## src/rtl/pin_in_sync_if.sv

```systemverilog
// Pad-side pin bus: raw pad levels and filter enables in, conditioned levels and edge strobes out.
`timescale 1ns/1ps
interface pin_in_sync_if #(
    parameter int unsigned WIDTH = 32
);
    logic [WIDTH-1:0] pin_raw;
    logic [WIDTH-1:0] filter_en;
    logic [WIDTH-1:0] pin_sync;
    logic [WIDTH-1:0] pin_rise;
    logic [WIDTH-1:0] pin_fall;

    modport master (
        output pin_raw,
        output filter_en,
        input  pin_sync,
        input  pin_rise,
        input  pin_fall
    );

    modport slave (
        input  pin_raw,
        input  filter_en,
        output pin_sync,
        output pin_rise,
        output pin_fall
    );
endinterface

```

## src/rtl/pin_in_sync.sv

```systemverilog
// Brings asynchronous pad levels into clock_160 through a flop chain, with optional
// per-pin persistence filter and registered one-cycle rise/fall strobes.
`timescale 1ns/1ps
module pin_in_sync #(
    parameter int unsigned WIDTH         = 32,
    parameter int unsigned SYNC_STAGES   = 2,
    parameter int unsigned FILTER_CYCLES = 4,
    parameter logic        RESET_LEVEL   = 1'b0
) (
    input  logic        clock_160,
    input  logic        res,
    pin_in_sync_if.slave bus
);
    localparam int unsigned CW = $clog2(FILTER_CYCLES + 1);
    localparam logic [CW-1:0] CNT_LAST = CW'(FILTER_CYCLES - 1);

    logic [WIDTH-1:0] r_sync [SYNC_STAGES];
    logic [WIDTH-1:0] r_pin_sync;
    logic [WIDTH-1:0] r_pin_rise;
    logic [WIDTH-1:0] r_pin_fall;
    logic [CW-1:0]    r_cnt [WIDTH];

    logic [WIDTH-1:0] w_s;
    logic [WIDTH-1:0] w_next_sync;
    logic [CW-1:0]    w_next_cnt [WIDTH];

    assign w_s = r_sync[SYNC_STAGES-1];

    // A mismatch must persist FILTER_CYCLES consecutive cycles; any matching cycle clears the count.
    always_comb begin
        w_next_sync = r_pin_sync;
        for (int unsigned i = 0; i < WIDTH; i++) begin
            w_next_cnt[i] = '0;
            if (!bus.filter_en[i]) begin
                w_next_sync[i] = w_s[i];
            end else if (w_s[i] != r_pin_sync[i]) begin
                if (r_cnt[i] == CNT_LAST) begin
                    w_next_sync[i] = w_s[i];
                end else begin
                    w_next_cnt[i] = r_cnt[i] + 1'b1;
                end
            end
        end
    end

    always_ff @(posedge clock_160 or posedge res) begin
        if (res) begin
            for (int unsigned k = 0; k < SYNC_STAGES; k++) begin
                r_sync[k] <= {WIDTH{RESET_LEVEL}};
            end
            r_pin_sync <= {WIDTH{RESET_LEVEL}};
            r_pin_rise <= '0;
            r_pin_fall <= '0;
            for (int unsigned i = 0; i < WIDTH; i++) begin
                r_cnt[i] <= '0;
            end
        end else begin
            r_sync[0] <= bus.pin_raw;
            for (int unsigned k = 1; k < SYNC_STAGES; k++) begin
                r_sync[k] <= r_sync[k-1];
            end
            r_pin_sync <= w_next_sync;
            r_pin_rise <= w_next_sync & ~r_pin_sync;
            r_pin_fall <= ~w_next_sync & r_pin_sync;
            r_cnt      <= w_next_cnt;
        end
    end

    assign bus.pin_sync = r_pin_sync;
    assign bus.pin_rise = r_pin_rise;
    assign bus.pin_fall = r_pin_fall;
endmodule

```

## src/flat_wrapper.sv

```systemverilog
// flat-port wrapper written by rule: the top's interface ports become plain ports
module pin_in_sync_flat 
#(
    parameter int unsigned WIDTH         = 32,
    parameter int unsigned SYNC_STAGES   = 2,
    parameter int unsigned FILTER_CYCLES = 4,
    parameter logic        RESET_LEVEL   = 1'b0
)
  (clock_160, res, bus_pin_raw, bus_filter_en, bus_pin_sync, bus_pin_rise, bus_pin_fall);
  pin_in_sync_if #(.WIDTH(WIDTH)) bus_i ();
  input  logic clock_160;
  input  logic res;
  input wire logic [$bits(bus_i.pin_raw)-1:0] bus_pin_raw;
  input wire logic [$bits(bus_i.filter_en)-1:0] bus_filter_en;
  output wire logic [$bits(bus_i.pin_sync)-1:0] bus_pin_sync;
  output wire logic [$bits(bus_i.pin_rise)-1:0] bus_pin_rise;
  output wire logic [$bits(bus_i.pin_fall)-1:0] bus_pin_fall;
  assign bus_i.pin_raw = bus_pin_raw;
  assign bus_i.filter_en = bus_filter_en;
  assign bus_pin_sync = bus_i.pin_sync;
  assign bus_pin_rise = bus_i.pin_rise;
  assign bus_pin_fall = bus_i.pin_fall;
  pin_in_sync #(.WIDTH(WIDTH), .SYNC_STAGES(SYNC_STAGES), .FILTER_CYCLES(FILTER_CYCLES), .RESET_LEVEL(RESET_LEVEL)) u_core (.clock_160(clock_160), .res(res), .bus(bus_i));
endmodule
```

## config.mk

```make
export PLATFORM = sky130hd
export DESIGN_NAME = pin_in_sync_flat
export DESIGN_NICKNAME = d
export VERILOG_FILES = /design/src/rtl/pin_in_sync_if.sv /design/src/rtl/pin_in_sync.sv /design/src/flat_wrapper.sv
export SDC_FILE = /design/constraint.sdc
export NUM_CORES = 1
export LEC_CHECK = 0
export CAP_MARGIN = 20
export CORE_MARGIN = 8
export CORE_UTILIZATION = 30
export CTS_CLUSTER_DIAMETER = 60
export DETAILED_ROUTE_END_ITERATION = 16
export PLACE_DENSITY = 0.48
export SLEW_MARGIN = 20
export SYNTH_ARGS = -nofsm -noshare
export SYNTH_HDL_FRONTEND = slang
export SYNTH_SLANG_ARGS = --single-unit
```

## constraint.sdc

```tcl
create_clock -name clock_160 -period 19.8 [get_ports clock_160]
set_input_delay 4.95 -clock clock_160 [delete_from_list [all_inputs] [get_ports clock_160]]
set_output_delay 4.95 -clock clock_160 [all_outputs]
set_load 0.01 [all_outputs]
```

==> flow_summary.json <==
{
  "tns_ns": 0,
  "grt_max_degree": 123,
  "drt-wirelength-per-cell_um": 13.6,
  "netlist_instances": 639,
  "multi_input_area_sq_um": 3180,
  "p_int_uw": 953,
  "outcome": "finished, final reports clean",
  "cp-end-kind": "primary output",
  "grt_overflow_total": 0,
  "hold_viol": 0,
  "cts_tree": "built",
  "yosys-top-cells-area": "dfrtp_1 67%, nor3b_2 6.5%, ha_1 4.2%, nor3b_1 3.8%, nand2b_1 3.1%",
  "final_nets": 931,
  "synth_nets": 737,
  "synth.top_cell.area_share_pct": 66.8,
  "worst-setup-path-type": "register to primary output",
  "netlist_top_cells_count": "256 x dfrtp_1, 50 x nor3b_2, 48 x nor3b_1",
  "first_pass_iters": 4,
  "synthFlopType": "dfrtp_1",
  "die_w_um": 195,
  "ys_seq_area_share_pct": 66.8,
  "synth.distinct_cells": 17,
  "area_growth_pct": 32.4,
  "syn_area_per_cell_sq_um": 15.0,
  "switching_share_pct": 22.5,
  "design_area_sq_um": 12700,
  "vdd_ir_drop_max_uv": 74.8,
  "p_sw_uw": 277,
  "startpoint": "u_core.bus.pin_sync[6]",
  "p_per_area_nw_per_um2": 96.8,
  "grt_pass1_vias": 5678,
  "r2r_start": "u_core.r_cnt[9]",
  "clock_skew_ns": 0.0206,
  "worstHoldStart": "u_core.r_sync[63]",
  "ys_seq_elements": 256,
  "fmax_mhz": 153,
  "seq_area_sq_um": 6410,
  "worstMarginPinSlew_ns": 0.883,
  "cp_cell_sequence": "clkdlybuf4s50_1",
  "setup_slack_ns": 13.26,
  "maxCapViolations": 0,
  "clockPowerShare_pct": 43.7,
  "rsz0062_at_grt": "no",
  "design.core.area_sq_um": 31600,
  "finish.utilization_pct": 40.2,
  "min-delay-path-class": "register to register",
  "row_count": 65,
  "diodes": 0,
  "initial_core_util_pct": 30.4,
  "clk_latency_ns": 0.53,
  "layout-drive-gt1-share_pct": 19.9,
  "clk_pin_slew_ns": 0.06,
  "rrSetupSlack_ns": 18.51,
  "numCtsBuffers": 29,
  "cp_top_family": "buffers and inverters",
  "crit_buf_inv": 1,
  "synth_top_area_cell": "dfrtp_1",
  "arrival_ns": 1.59,
  "pwr-share-comb_pct": 9.5,
  "p_leak_nw": 5.73,
  "hold_buffers": 0,
  "io_pins": 162,
  "io_buffers": 161,
  "ctsResizeCount": 0,
  "critPathLaunchType": "register",
  "cp_max_fo": 5,
  "cts_max_path_buffers": 3,
  "root_buffer": "clkbuf_16",
  "slew_viol_final": 0,
  "slowest_delay_ns": 0.61,
  "place_area_sq_um": 11700,
  "dieHeight_um": 195,
  "rr_worst_depth": 4,
  "nFillCells": 2945,
  "grt_pass1_wl_um": 29300,
  "crit_end": "bus_pin_sync[6]",
  "min_period_ns": 6.54,
  "antenna_found_initial": 0,
  "dp_hpwl_um": 11600,
  "worst-path-stages": 1,
  "pre_cts_ws_ns": 12.67,
  "drt-total-wl_um": 17100,
  "setup_viol": 0,
  "track_usage_pct": 9.10,
  "dr.first_iter.drc_count": 147,
  "async_reset_ff_share_pct": 100,
  "slowest_stage": "clkdlybuf4s50_1",
  "power.total_mw": 1.23,
  "ant_nets": 0,
  "synth-edff-count": 0,
  "vias": 5302,
  "cp.required_ns": 14.85,
  "cts.sinks": 256,
  "dieArea_sq_um": 38000,
  "reg2reg_to": "u_core.bus.pin_sync[28]",
  "syn-cell-area_sq_um": 9590,
  "drc": 0,
  "seq_power_share_pct": 46.8,
  "slew_headroom_pct": 41.1,
  "h-tree-depth": 1,
  "post_cts_buffers": 0,
  "routed_via_density": 4.22,
  "ys.warnings.count": 0,
  "synth.most_common_cell": "dfrtp_1",
  "gp_congestion": 0.679,
  "period_share_pct": 33.1
}
-- sequential cells by signal (all words and copies together) (netlist names) --
name / count
u_core.bus.pin_fall: 32
u_core.bus.pin_rise: 32
u_core.bus.pin_sync: 32
u_core.r_cnt: 96
u_core.r_sync: 32
u_core.w_s: 32
-- cells in the final DEF (no fill, tap or decap), drive strengths merged, types with 4 or more instances in the layout --
cell type	n
dfrtp	256
clkdlybuf4s50	161
nor3b	98
nand2b	62
nand2	47
clkbuf	38
ha	32
mux2	32
a21oi	30
and2	17
xor2	17
and3	17
a21bo	15
nor2	15
clkinv	7
bufinv	4
-- per-layer routing --
| metal | wire length, um | global-route usage (%) | share of wire, % |
|---|---|---|---|
| met5 | 0 | 0 | 0 |
| met4 | 449 | 2.72 | 2.6 |
| met3 | 1220 | 3.30 | 7.1 |
| met2 | 7710 | 14.2 | 45 |
| met1 | 7740 | 11.7 | 45 |
-- worst min-delay path by stage --
stage	end	slack (ns)	depth (start not counted)
finish	u_core.w_s[31]	0.34	0
floorplan	u_core.w_s[0]	0.33	0
global route	u_core.w_s[31]	0.35	0
global placement	u_core.w_s[11]	0.33	0
CTS	u_core.w_s[31]	0.35	0
detailed placement	u_core.w_s[27]	0.33	0
-- power groups by stage --
stage                     sequential (mW)  combinational (mW)  clock, mW
final                               0.575               0.117      0.538
after detailed placement            0.584               0.120          0
after global routing                0.579               0.131      0.583
after floorplan                     0.587              0.0561          0
after global placement              0.584               0.120          0
after CTS                           0.575               0.121      0.564
-- worst register-to-register path: cells and delay by family, from the launching register on --
family / cells / cell delay (ns)
adders and majority gates: 1 / 0.23
muxes: 1 / 0.29
and+or+nand+nor: 2 / 0.27
DFF: 1 / 0.40
-- metrics by stage --
step | hold WS [ns] | instances
2_1_floorplan | 0.331 | 639
3_3_place_gp | 0.331 | 1204
3_5_place_dp | 0.335 | 1204
4_1_cts | 0.347 | 1256
5_1_grt | 0.351 | 1256
6_report | 0.343 | 1256
-- area by class of cell --
class / count / area share, %
tap: 402 / 3.96
sequential: 256 / 50.4
timing repair buffer: 163 / 12.8
clock inverter: 14 / 1.44
multi-input combinational: 382 / 25.1
clock buffer: 38 / 6.22
inverter: 1 / 0.0887
-- cell families after synthesis --
| kind of cell | share of synthesized area [%] |
|---|---|
| buffers and inverters | 0.0391 |
| muxes | 4.42 |
| DFF | 66.8 |
| and+or+nand+nor | 19.9 |
| xor gates and xnor gates | 1.55 |
| AOI/OAI and AO/OA | 3.13 |
| adders and majority gates | 4.17 |
(Power assumes the default switching activity.)
